<file path="src/rtl/planificador_nonces_if.sv">
// Bus between the nonce scheduler and the parallel hash-core array.
// One start/nonce pair per lane goes out, one done/hash pair per lane comes back.
interface planificador_nonces_if #(
   parameter int N = 4
);
   logic [N-1:0]    core_start;
   logic [32*N-1:0] core_nonce;
   logic [N-1:0]    core_done;
   logic [24*N-1:0] core_hash;

   modport master (
      output core_start,
      output core_nonce,
      input  core_done,
      input  core_hash
   );

   modport slave (
      input  core_start,
      input  core_nonce,
      output core_done,
      output core_hash
   );
endinterface

</file>
<file path="src/rtl/planificador_nonces.sv">
// Nonce search scheduler: hands a distinct nonce to each hash core per batch,
// waits for every active lane, then compares the hashes against the target.
// The search stops on the first hit (lowest lane wins), on nonce exhaustion,
// or when a batch does not complete within TIMEOUT_CICLOS cycles.
module planificador_nonces #(
   parameter int          NUM_BLOQUES_PARALELOS = 4,
   parameter logic [31:0] NONCE_MAX             = 32'hFFFFFFFF,
   parameter int          TIMEOUT_CICLOS        = 1024
) (
   input  logic                 clk,
   input  logic                 reset_L,
   input  logic                 inicio,
   input  logic [7:0]           target,
   input  logic [31:0]          nonce_base,
   planificador_nonces_if.master cores,
   output logic [31:0]          nonce_out,
   output logic [23:0]          hash_out,
   output logic                 terminado,
   output logic                 agotado,
   output logic                 error,
   output logic                 ocupado
);

   localparam int              N      = NUM_BLOQUES_PARALELOS;
   localparam int              CW     = $clog2(TIMEOUT_CICLOS + 1);
   localparam logic [32:0]     MAX33  = {1'b0, NONCE_MAX};
   localparam logic [CW-1:0]   T_LAST = CW'(TIMEOUT_CICLOS - 1);

   typedef enum logic [2:0] {IDLE, DESPACHO, ESPERA, EVALUA, FIN} estado_t;

   estado_t       estado, estado_sig;
   logic [32:0]   next_nonce;
   logic [7:0]    target_q;
   logic [N-1:0]  lane_activa;
   logic [N-1:0]  hecho_mask;
   logic [N-1:0]  hecho_sig;
   logic [N-1:0]  activa_comb;
   logic [23:0]   hash_q [N];
   logic [CW-1:0] cnt;
   logic          hay_hit;
   logic [31:0]   nonce_gan;
   logic [23:0]   hash_gan;

   // A lane is done once it has reported or if it was never started.
   assign hecho_sig = hecho_mask | cores.core_done;
   assign ocupado   = (estado == DESPACHO) || (estado == ESPERA) || (estado == EVALUA);

   // Lanes whose nonce still fits below NONCE_MAX for the batch about to go out.
   always_comb begin
      activa_comb = '0;
      for (int i = 0; i < N; i++) begin
         activa_comb[i] = (next_nonce + 33'(i)) <= MAX33;
      end
   end

   // Hit detection; scanning downwards leaves the lowest hitting lane as winner.
   always_comb begin
      hay_hit   = 1'b0;
      nonce_gan = '0;
      hash_gan  = '0;
      for (int i = N - 1; i >= 0; i--) begin
         if (lane_activa[i] && (hash_q[i][23:16] < target_q) && (hash_q[i][15:8] < target_q)) begin
            hay_hit   = 1'b1;
            nonce_gan = cores.core_nonce[32*i +: 32];
            hash_gan  = hash_q[i];
         end
      end
   end

   // State register.
   always_ff @(posedge clk or negedge reset_L) begin
      if (!reset_L) estado <= IDLE;
      else          estado <= estado_sig;
   end

   // Next-state logic; dropping inicio mid-search always returns to IDLE.
   always_comb begin
      estado_sig = estado;
      case (estado)
         IDLE:     if (inicio) estado_sig = DESPACHO;
         DESPACHO: estado_sig = inicio ? ESPERA : IDLE;
         ESPERA: begin
            if (!inicio)          estado_sig = IDLE;
            else if (&hecho_sig)  estado_sig = EVALUA;
            else if (cnt == T_LAST) estado_sig = FIN;
         end
         EVALUA: begin
            if (!inicio)                         estado_sig = IDLE;
            else if (hay_hit || next_nonce > MAX33) estado_sig = FIN;
            else                                 estado_sig = DESPACHO;
         end
         FIN:      if (!inicio) estado_sig = IDLE;
         default:  estado_sig = IDLE;
      endcase
   end

   // Datapath: nonce issue, done collection, timeout counting and result capture.
   always_ff @(posedge clk or negedge reset_L) begin
      if (!reset_L) begin
         cores.core_start <= '0;
         cores.core_nonce <= '0;
         next_nonce       <= '0;
         target_q         <= '0;
         lane_activa      <= '0;
         hecho_mask       <= '0;
         cnt              <= '0;
         nonce_out        <= '0;
         hash_out         <= '0;
         terminado        <= 1'b0;
         agotado          <= 1'b0;
         error            <= 1'b0;
         for (int i = 0; i < N; i++) hash_q[i] <= '0;
      end else begin
         cores.core_start <= '0;
         case (estado)
            IDLE: begin
               if (inicio) begin
                  target_q   <= target;
                  next_nonce <= {1'b0, nonce_base};
                  terminado  <= 1'b0;
                  agotado    <= 1'b0;
                  error      <= 1'b0;
                  nonce_out  <= '0;
                  hash_out   <= '0;
               end
            end
            DESPACHO: begin
               if (inicio) begin
                  for (int i = 0; i < N; i++) begin
                     cores.core_nonce[32*i +: 32] <= activa_comb[i] ? 32'(next_nonce + 33'(i)) : 32'd0;
                  end
                  cores.core_start <= activa_comb;
                  lane_activa      <= activa_comb;
                  hecho_mask       <= ~activa_comb;
                  next_nonce       <= next_nonce + 33'(N);
                  cnt              <= '0;
               end
            end
            ESPERA: begin
               if (inicio) begin
                  for (int i = 0; i < N; i++) begin
                     if (cores.core_done[i] && !hecho_mask[i]) hash_q[i] <= cores.core_hash[24*i +: 24];
                  end
                  hecho_mask <= hecho_sig;
                  cnt        <= cnt + CW'(1);
                  if (!(&hecho_sig) && cnt == T_LAST) error <= 1'b1;
               end
            end
            EVALUA: begin
               if (inicio) begin
                  if (hay_hit) begin
                     nonce_out <= nonce_gan;
                     hash_out  <= hash_gan;
                     terminado <= 1'b1;
                  end else if (next_nonce > MAX33) begin
                     agotado <= 1'b1;
                  end
               end
            end
            default: ;
         endcase
      end
   end

endmodule

</file>
<file path="src/flat_wrapper.sv">
// flat-port wrapper written by rule: the top's interface ports become plain ports
module planificador_nonces_flat 
#(
   parameter int          NUM_BLOQUES_PARALELOS = 4,
   parameter logic [31:0] NONCE_MAX             = 32'hFFFFFFFF,
   parameter int          TIMEOUT_CICLOS        = 1024
)
  (clk, reset_L, inicio, target, nonce_base, nonce_out, hash_out, terminado, agotado, error, ocupado, cores_core_start, cores_core_nonce, cores_core_done, cores_core_hash);
  planificador_nonces_if #(.N((4))) cores_i ();
  input  logic clk;
  input  logic reset_L;
  input  logic inicio;
  input  logic [7:0] target;
  input  logic [31:0] nonce_base;
  output logic [31:0] nonce_out;
  output logic [23:0] hash_out;
  output logic terminado;
  output logic agotado;
  output logic error;
  output logic ocupado;
  output wire logic [$bits(cores_i.core_start)-1:0] cores_core_start;
  output wire logic [$bits(cores_i.core_nonce)-1:0] cores_core_nonce;
  input wire logic [$bits(cores_i.core_done)-1:0] cores_core_done;
  input wire logic [$bits(cores_i.core_hash)-1:0] cores_core_hash;
  assign cores_core_start = cores_i.core_start;
  assign cores_core_nonce = cores_i.core_nonce;
  assign cores_i.core_done = cores_core_done;
  assign cores_i.core_hash = cores_core_hash;
  planificador_nonces #(.NUM_BLOQUES_PARALELOS(NUM_BLOQUES_PARALELOS), .NONCE_MAX(NONCE_MAX), .TIMEOUT_CICLOS(TIMEOUT_CICLOS)) u_core (.clk(clk), .reset_L(reset_L), .inicio(inicio), .target(target), .nonce_base(nonce_base), .cores(cores_i), .nonce_out(nonce_out), .hash_out(hash_out), .terminado(terminado), .agotado(agotado), .error(error), .ocupado(ocupado));
endmodule
</file>
<file path="config.mk">
export PLATFORM = sky130hd
export DESIGN_NAME = planificador_nonces_flat
export DESIGN_NICKNAME = d
export VERILOG_FILES = /design/src/rtl/planificador_nonces_if.sv /design/src/rtl/planificador_nonces.sv /design/src/flat_wrapper.sv
export SDC_FILE = /design/constraint.sdc
export NUM_CORES = 1
export LEC_CHECK = 0
export ABC_AREA = 0
export CORE_ASPECT_RATIO = 0.9
export CORE_MARGIN = 8
export CORE_UTILIZATION = 34
export CTS_BUF_LIST = sky130_fd_sc_hd__clkbuf_8
export DETAILED_ROUTE_END_ITERATION = 10
export SYNTH_ARGS = -nofsm -noshare
export SYNTH_HDL_FRONTEND = slang
export SYNTH_SLANG_ARGS = --single-unit
</file>
<file path="constraint.sdc">
create_clock -name clk -period 7.75 [get_ports clk]
set_input_delay 1.1625 -clock clk [delete_from_list [all_inputs] [get_ports clk]]
set_output_delay 1.1625 -clock clk [all_outputs]
set_load 0.02 [all_outputs]
</file>
==> out/summary.txt, run 1 <==
Growth of design area from synthesis to finish: 27.1%
H-tree level count: 2
Sequence of cells on the critical path: ha_1, nand3_1, nor2_1, xnor2_1, nor4_2, or4b_1, o31ai_4, o21ai_0
Setup TNS: 0 ps
Arrival time at the worst endpoint: 5480 ps
Number of DRC markers in iteration 0: 1912
Clk pin slew, worst setup/hold paths: 70 ps
Number of top-level design ports: 335
Number of buffers added by the clock tree synthesis step: 60
I/O Buffers: 334
Estimated wirelength of the detail-placed design: 63700 um
Total power: 12.9 mW
Fraction of post-synthesis cell area in the top cell type by area: 0.454
Clock root cell: sky130_fd_sc_hd__clkbuf_8
Slew at the pin closest to its max-slew limit: 1300 ps
Overflow after GRT: 0
Power Internal: 6.31 mW
First-pass GRT wire length: 128000 um
Min-delay worst type: reg2reg
Cells after synthesis: 1968
Post-synth cell types: 79
Leakage power figure: 9.97 nW
Overall die width: 267 um
Post-cts hold buffer count: 0
Starting Density: 0.341
DRC violation count after routing: 0
Ys async rst share: 1.00
Max-Slew Margin vs Limit: 0.136
Sequential share of power: 0.294
Clock sink total: 350
Layout cell share with drive strength beyond 1: 0.139
Highest fanout seen on the critical path: 27
Max-cap violation count: 0
Routability congestion estimate: 1.02
Clock Skews: 61.1 ps
Post-detailed-routing wire length: 87600 um
Portion of the post-synthesis area used by sequential elements: 0.454
Number of post-CTS setup repair buffers: 0
Endpoint kind of the worst setup timing path: flop
Quantity of gates resized following cts: 0
Via count of the first global-routing pass: 17881
Post-DR wirelength/cell: 28.8 um
Flops & latches, synth: 350
CTS tree: done
Startpoint kind of the worst setup timing path: flop
Die ar.: 0.0646 mm2
Antenna viol nets, final: 0
Site Rows: 83
Net Count, Synth: 2177
Leading cell types by total area after synthesis: sky130_fd_sc_hd__dfrtp_1 45%, sky130_fd_sc_hd__mux2_2 8.9%, sky130_fd_sc_hd__nand2_1 5.3%, sky130_fd_sc_hd__ha_1 4.3%, sky130_fd_sc_hd__o21ai_0 2.9%
Switching power: 6.62 mW
Worst-skew pair later-pin latency: 730 ps
Via density per instance: 5.98
Type of the worst setup path: reg2reg
Switching part of the total power: 0.512
Post-Place Cell Area: 0.0233 mm2
Status: finished, final reports clean
Area of the mapped netlist: 0.0193 mm2
Core Footprint: 0.0566 mm2
EDFF count, synth: 0
Library cell with the largest summed area after synthesis: sky130_fd_sc_hd__dfrtp_1
Post-synthesis area per instance: 9.80 um2
Areal power density over the cells: 527 mW/mm2
Crit path time final: 4980 ps
Count of fill cells added during filler insertion: 5519
Period utilization: 0.643
Max-slew violation count: 0
Final design area excluding fillers: 0.0245 mm2
Clk buf depth: 3
Final layout net count: 2435
Synth Flop Type: sky130_fd_sc_hd__dfrtp_1
DR vias: 18173
Longest individual stage delay on the worst path: 920 ps
Final Setup Violations: 0
Combinational power share: 0.569
Peak supply drop: 0.672 mV
Setup repair after global routing missed its margin: false
Total routing usage reported by global routing: 0.262
Syn. warnings: 0
Maximum operating frequency: 201 MHz
Worst path required time: 8250 ps
Clock network power share: 0.137
Number of antenna violations at the first check in global routing: 4
Pin count of the biggest net entering global routing: 136
Critical Path Slowest Stage Cell: sky130_fd_sc_hd__o31ai_4
Vertical die dimension: 242 um
Final hold violation count: 0
Drt first pass iters: 5
==> cell families (layout without fill, tap and decap cells) <==
group,Yosys count,count (layout),share of synthesized area
AO/OA/AOI/OAI,501,501,0.179
XOR/XNOR,86,86,0.0390
AND/OR/NAND/NOR,613,613,0.154
buffers and inverters,196,497,0.0403
adder cells (fa/ha/maj),66,66,0.0428
other,0,4,0
multiplexers,156,156,0.0909
flip-flops,350,350,0.454
==> cell usage after synthesis, types with 7 or more instances <==
| cell type | number |
|---|---|
| sky130_fd_sc_hd__nand4_1 | 43 |
| sky130_fd_sc_hd__a22oi_1 | 8 |
| sky130_fd_sc_hd__nor3b_1 | 7 |
| sky130_fd_sc_hd__nor4_1 | 25 |
| sky130_fd_sc_hd__xnor2_1 | 55 |
| sky130_fd_sc_hd__and2_1 | 10 |
| sky130_fd_sc_hd__o21ai_0 | 111 |
| sky130_fd_sc_hd__ha_1 | 66 |
| sky130_fd_sc_hd__a21oi_1 | 59 |
| sky130_fd_sc_hd__dfrtp_1 | 350 |
| sky130_fd_sc_hd__o221ai_1 | 57 |
| sky130_fd_sc_hd__nand3b_1 | 7 |
| sky130_fd_sc_hd__buf_2 | 21 |
| sky130_fd_sc_hd__inv_1 | 23 |
| sky130_fd_sc_hd__a32o_1 | 24 |
| sky130_fd_sc_hd__or2_2 | 11 |
| sky130_fd_sc_hd__nand3_1 | 35 |
| sky130_fd_sc_hd__o22ai_1 | 70 |
| sky130_fd_sc_hd__o31ai_1 | 24 |
| sky130_fd_sc_hd__clkbuf_1 | 142 |
| sky130_fd_sc_hd__o32ai_1 | 9 |
| sky130_fd_sc_hd__mux2_2 | 153 |
| sky130_fd_sc_hd__nor2_1 | 93 |
| sky130_fd_sc_hd__nand2_1 | 271 |
| sky130_fd_sc_hd__nor2b_1 | 7 |
| sky130_fd_sc_hd__o21ai_1 | 23 |
| sky130_fd_sc_hd__nand2b_1 | 8 |
| sky130_fd_sc_hd__nor3_1 | 26 |
| sky130_fd_sc_hd__a221oi_1 | 60 |
| sky130_fd_sc_hd__or3_1 | 16 |
| sky130_fd_sc_hd__or4_1 | 8 |
| sky130_fd_sc_hd__and3_1 | 13 |
| sky130_fd_sc_hd__xor2_1 | 31 |
==> area by class of cell <==
| class | instances | area (um2) | area share |
|---|---|---|---|
| Clock buffer | 75 | 1030 | 0.0421 |
| Inverter | 24 | 90.1 | 0.00367 |
| Multi-Input combinational cell | 1422 | 9850 | 0.401 |
| Clock inverter | 30 | 206 | 0.00842 |
| Antenna cell | 4 | 10.0 | 0.000408 |
| Timing Repair Buffer | 368 | 3630 | 0.148 |
| Tap cell | 765 | 957 | 0.0390 |
| Sequential cell | 350 | 8760 | 0.357 |
==> critical path: cells and delay by family (launching register included) <==
family / cells / cell delay, ps
simple gates: 4 / 2100
compound gates: 2 / 1210
flops: 1 / 750
fa+ha+maj: 1 / 490
xor+xnor: 1 / 230
==> registers in the layout, indices dropped and copies added, names as in the netlist <==
| signal | count |
|---|---|
| u_core.lane_activa | 4 |
| u_core.cores.core_start | 4 |
| u_core.cnt | 11 |
| u_core.nonce_out | 32 |
| u_core.hash_out | 24 |
| u_core.hash_q | 96 |
| u_core.next_nonce | 33 |
| u_core.cores.core_nonce | 128 |
| u_core.terminado | 1 |
| u_core.hecho_mask | 4 |
| u_core.estado | 3 |
| u_core.agotado | 1 |
| u_core.target_q | 8 |
| u_core.error | 1 |
==> layout by cell type, fill, tap and decap left out, types with 24 or more instances in the layout <==
cell type	Yosys	layout
sky130_fd_sc_hd__o221ai_1	57	57
sky130_fd_sc_hd__nor4_1	25	25
sky130_fd_sc_hd__a21oi_1	59	58
sky130_fd_sc_hd__buf_4	2	32
sky130_fd_sc_hd__mux2_2	153	153
sky130_fd_sc_hd__nor2_1	93	88
sky130_fd_sc_hd__o21ai_0	111	111
sky130_fd_sc_hd__inv_1	23	42
sky130_fd_sc_hd__ha_1	66	66
sky130_fd_sc_hd__dfrtp_1	350	350
sky130_fd_sc_hd__xnor2_1	55	55
sky130_fd_sc_hd__nor3_1	26	25
sky130_fd_sc_hd__o31ai_1	24	24
sky130_fd_sc_hd__o22ai_1	70	69
sky130_fd_sc_hd__clkdlybuf4s50_1	0	333
sky130_fd_sc_hd__a32o_1	24	24
sky130_fd_sc_hd__a221oi_1	60	60
sky130_fd_sc_hd__nand2_1	271	269
sky130_fd_sc_hd__clkbuf_8	0	75
sky130_fd_sc_hd__xor2_1	31	31
sky130_fd_sc_hd__nand3_1	35	35
sky130_fd_sc_hd__nand4_1	43	43
==> stage by stage <==
step	cells	setup slack [ps]	hold slack (ps)	utilization
finish	3038	2770	483	0.433
floorplan	1968	4400	438	-
detailed placement	2929	2860	465	0.411
CTS	3034	2830	482	0.433
global route	3037	2500	514	0.433
global placement	2929	3070	470	0.411
==> power groups by stage <==
stage	registers, mW	logic (mW)	clock network, mW
floorplan	3.70	3.93	0
global route	3.88	7.78	1.90
CTS	3.75	7.26	1.81
detailed placement	3.77	7.23	0
finish	3.80	7.36	1.77
global placement	3.75	7.17	0
==> final timing paths <==
path                                        from                          end  slack, ps  cells past startpoint
setup / recovery            u_core.next_nonce[2]  u_core.cores.core_nonce[41]       2770                      8
hold / removal             u_core.lane_activa[1]        u_core.lane_activa[1]        480                      2
setup reg to reg            u_core.next_nonce[2]  u_core.cores.core_nonce[41]       2770                      8
hold reg to reg            u_core.lane_activa[1]        u_core.lane_activa[1]        480                      2
max in group asynchronous                reset_L            u_core.hash_q[49]       5950                      2
min in group asynchronous                reset_L         u_core.nonce_out[10]        510                      1
==> per-layer routing <==
layer | track usage | wire (um) | vias up | share of wire
met5 | 0 | 0 | - | 0
met1 | 0.378 | 38700 | 9209 | 0.44
met4 | 0.0750 | 2370 | 0 | 0.027
li1 | - | - | 7834 | -
met3 | 0.0740 | 9130 | 138 | 0.10
met2 | 0.378 | 37400 | 992 | 0.43
Note: power is estimated with default switching activity, not from simulation.
==> inputs of run 2 (changes only) <==
==> constraint.sdc (replaced) <==
create_clock -name clk -period 5 [get_ports clk]
set_input_delay 0.75 -clock clk [delete_from_list [all_inputs] [get_ports clk]]
set_output_delay 0.75 -clock clk [all_outputs]
set_load 0.02 [all_outputs]
==> out/summary.txt, run 2 (synthesized netlist as in run 1, its figures left out) <==
Via density per instance: 5.98 (about the same)
Max-Slew Margin vs Limit: 0.170 (+0.0337)
Max-cap violation count: 0 (unchanged)
Number of antenna violations at the first check in global routing: 1 (-3)
Total routing usage reported by global routing: 0.275 (+0.0131)
Final Setup Violations: 0 (unchanged)
Post-DR wirelength/cell: 29.6 um (+2.5%)
Clk pin slew, worst setup/hold paths: 60 ps (about the same)
Type of the worst setup path: reg2reg
Slew at the pin closest to its max-slew limit: 1240 ps (-50.5 ps)
Number of buffers added by the clock tree synthesis step: 67 (+12%)
Site Rows: 83 (unchanged)
Starting Density: 0.341 (unchanged)
Clock Skews: 17.8 ps (-43.4 ps)
Largest Register: u_core.cores.core_nonce
Startpoint kind of the worst setup timing path: flop
Clock root cell: sky130_fd_sc_hd__clkbuf_8
Overall die width: 267 um (unchanged)
Growth of design area from synthesis to finish: 29.7%
Largest registers in the final layout: u_core.cores.core_nonce (128), u_core.hash_q (96), u_core.next_nonce (33)
First-pass GRT wire length: 133000 um (+4.1%)
Number of cells traversed by the worst register-to-register path: 10 (+2)
Via count of the first global-routing pass: 18362 (+2.7%)
FF-to-FF End: u_core.cores.core_nonce[91]
Endpoint kind of the worst setup timing path: flop
Number of DRC markers in iteration 0: 1959 (+2.5%)
Pin count of the biggest net entering global routing: 117 (-14%)
Die ar.: 0.0646 mm2 (unchanged)
Status: finished, final reports clean
Areal power density over the cells: 823 mW/mm2 (+56%)
Layer with the highest usage after global routing: met2
CTS tree: done
Drt first pass iters: 6 (+1)
Destination of the critical timing path: u_core.cores.core_nonce[91]
Setup TNS: 0 ps (unchanged)
Antenna viol nets, final: 0 (unchanged)
Layout cell share with drive strength beyond 1: 0.160 (+0.0210)
Core Footprint: 0.0566 mm2 (unchanged)
Leakage power figure: 10.2 nW (+2.7%)
Quantity of gates resized following cts: 0 (unchanged)
Most common cell after layout, fill and taps aside: sky130_fd_sc_hd__dfrtp_1
Number of top-level design ports: 335 (unchanged)
Clk buf depth: 3 (unchanged)
DR vias: 18453 (+1.5%)
Met1 Resource Use GR: 0.397 (+0.0197)
Overflow after GRT: 0 (unchanged)
Final layout net count: 2482 (+1.9%)
Launch point of the critical path: u_core.next_nonce[3]
Highest fanout seen on the critical path: 15 (-44%)
Vertical die dimension: 242 um (unchanged)
Number of flip-flops in the largest register: 128 (unchanged)
Worst-skew pair later-pin latency: 640 ps (-90 ps)
Peak supply drop: 0.815 mV (+21%)
Routability congestion estimate: 0.991 (-3.0%)
Number of post-CTS setup repair buffers: 0 (unchanged)
Post-detailed-routing wire length: 91200 um (+4.2%)
Maximum operating frequency: 217 MHz (+8.3%)
Clock sink total: 350 (unchanged)
Post-cts hold buffer count: 0 (unchanged)
Period utilization: 0.920 (+0.277)
Source of the worst register-to-register timing path: u_core.next_nonce[3]
Estimated wirelength of the detail-placed design: 67700 um (+6.3%)
I/O Buffers: 334 (unchanged)
Count of fill cells added during filler insertion: 5432 (-1.6%)
Crit path time final: 4600 ps (-383 ps)
Met2 Use GR: 0.410 (+0.0320)
Share of the core filled with cells in the final layout: 0.442 (+0.00858)
Max-slew violation count: 0 (unchanged)
Final hold violation count: 0 (unchanged)
Setup repair after global routing missed its margin: false
Worst path required time: 5530 ps (-2720 ps)
Top library cells by usage in the layout, fill and taps aside: 350 x sky130_fd_sc_hd__dfrtp_1, 333 x sky130_fd_sc_hd__clkdlybuf4s50_1, 269 x sky130_fd_sc_hd__nand2_1
Arrival time at the worst endpoint: 5130 ps (-350 ps)
Min-delay worst type: in2async
DRC violation count after routing: 0 (unchanged)
Met3 capacity usage during global routing: 0.0629 (-0.0111)
Internal reg-to-reg setup slack: 400 ps (-2370 ps)
H-tree level count: 3 (+1)
[run 2: cell types whose count changed in the layout (fill, tap and decap cells not counted), sizes merged]
cell / delta
buf: +40
clkbuf: +13
clkinvlp: +2
diode: -3
inv: -3
[run 2: how the worst min path moves through the flow]
stage,startpoint,to,slack (ps),cells after the start
2_1_floorplan,u_core.lane_activa[1],u_core.lane_activa[1],440,2
3_3_place_gp,u_core.lane_activa[1],u_core.lane_activa[1],480,2
3_5_place_dp,u_core.lane_activa[1],u_core.lane_activa[1],470,2
4_1_cts,reset_L,u_core.target_q[5],120,1
5_1_grt,reset_L,u_core.nonce_out[12],150,1
6_report,reset_L,u_core.nonce_out[3],130,1
[run 2: critical path, cell delays in order (launching register included)]
cell,delay (ps)
sky130_fd_sc_hd__dfrtp_1,820
sky130_fd_sc_hd__ha_1,700
sky130_fd_sc_hd__nand3_1,140
sky130_fd_sc_hd__buf_4,220
sky130_fd_sc_hd__nor2_1,590
sky130_fd_sc_hd__nand4_1,240
sky130_fd_sc_hd__xor2_1,240
sky130_fd_sc_hd__or4b_4,590
sky130_fd_sc_hd__or3_1,410
sky130_fd_sc_hd__buf_4,220
sky130_fd_sc_hd__a32o_1,270
[run 2: per-stage QoR]
stage	worst slack [ps]	hold WS [ps]	total power, mW	cell area, um2	instances
2_1_floorplan	1650	438	11.8	19300	1968
3_3_place_gp	433	477	17.3	23600	2969
3_5_place_dp	447	470	17.4	23600	2969
4_1_cts	433	122	20.5	25000	3086
5_1_grt	279	145	21.6	25000	3087
6_report	400	131	20.6	25000	3087
[run 2: report_power, final]
group	switching (mW)	leakage [nW]	internal, mW	total (mW)
registers	1.65	4.44	4.12	5.78
logic	7.41	5.02	4.40	11.8
clock network	1.33	0.784	1.68	3.01
total	10.4	10.2	10.2	20.6
[run 2: metal layers]
metal  share of wire  up-vias
met2            0.43      955
met3           0.088      147
met1            0.45     9403
met5               0        -
li1                -     7948
met4           0.027        0
[run 2: area by class of cell]
cell class,count,area (um2),share of cell area
tap,765,957,0.0383
sequential,350,8760,0.350
clock buffer,88,1210,0.0484
timing repair buffer,408,3950,0.158
clock inverter,29,195,0.00780
multi-input combinational,1422,9850,0.394
inverter,24,90.1,0.00360
antenna,1,2.50,0.000100
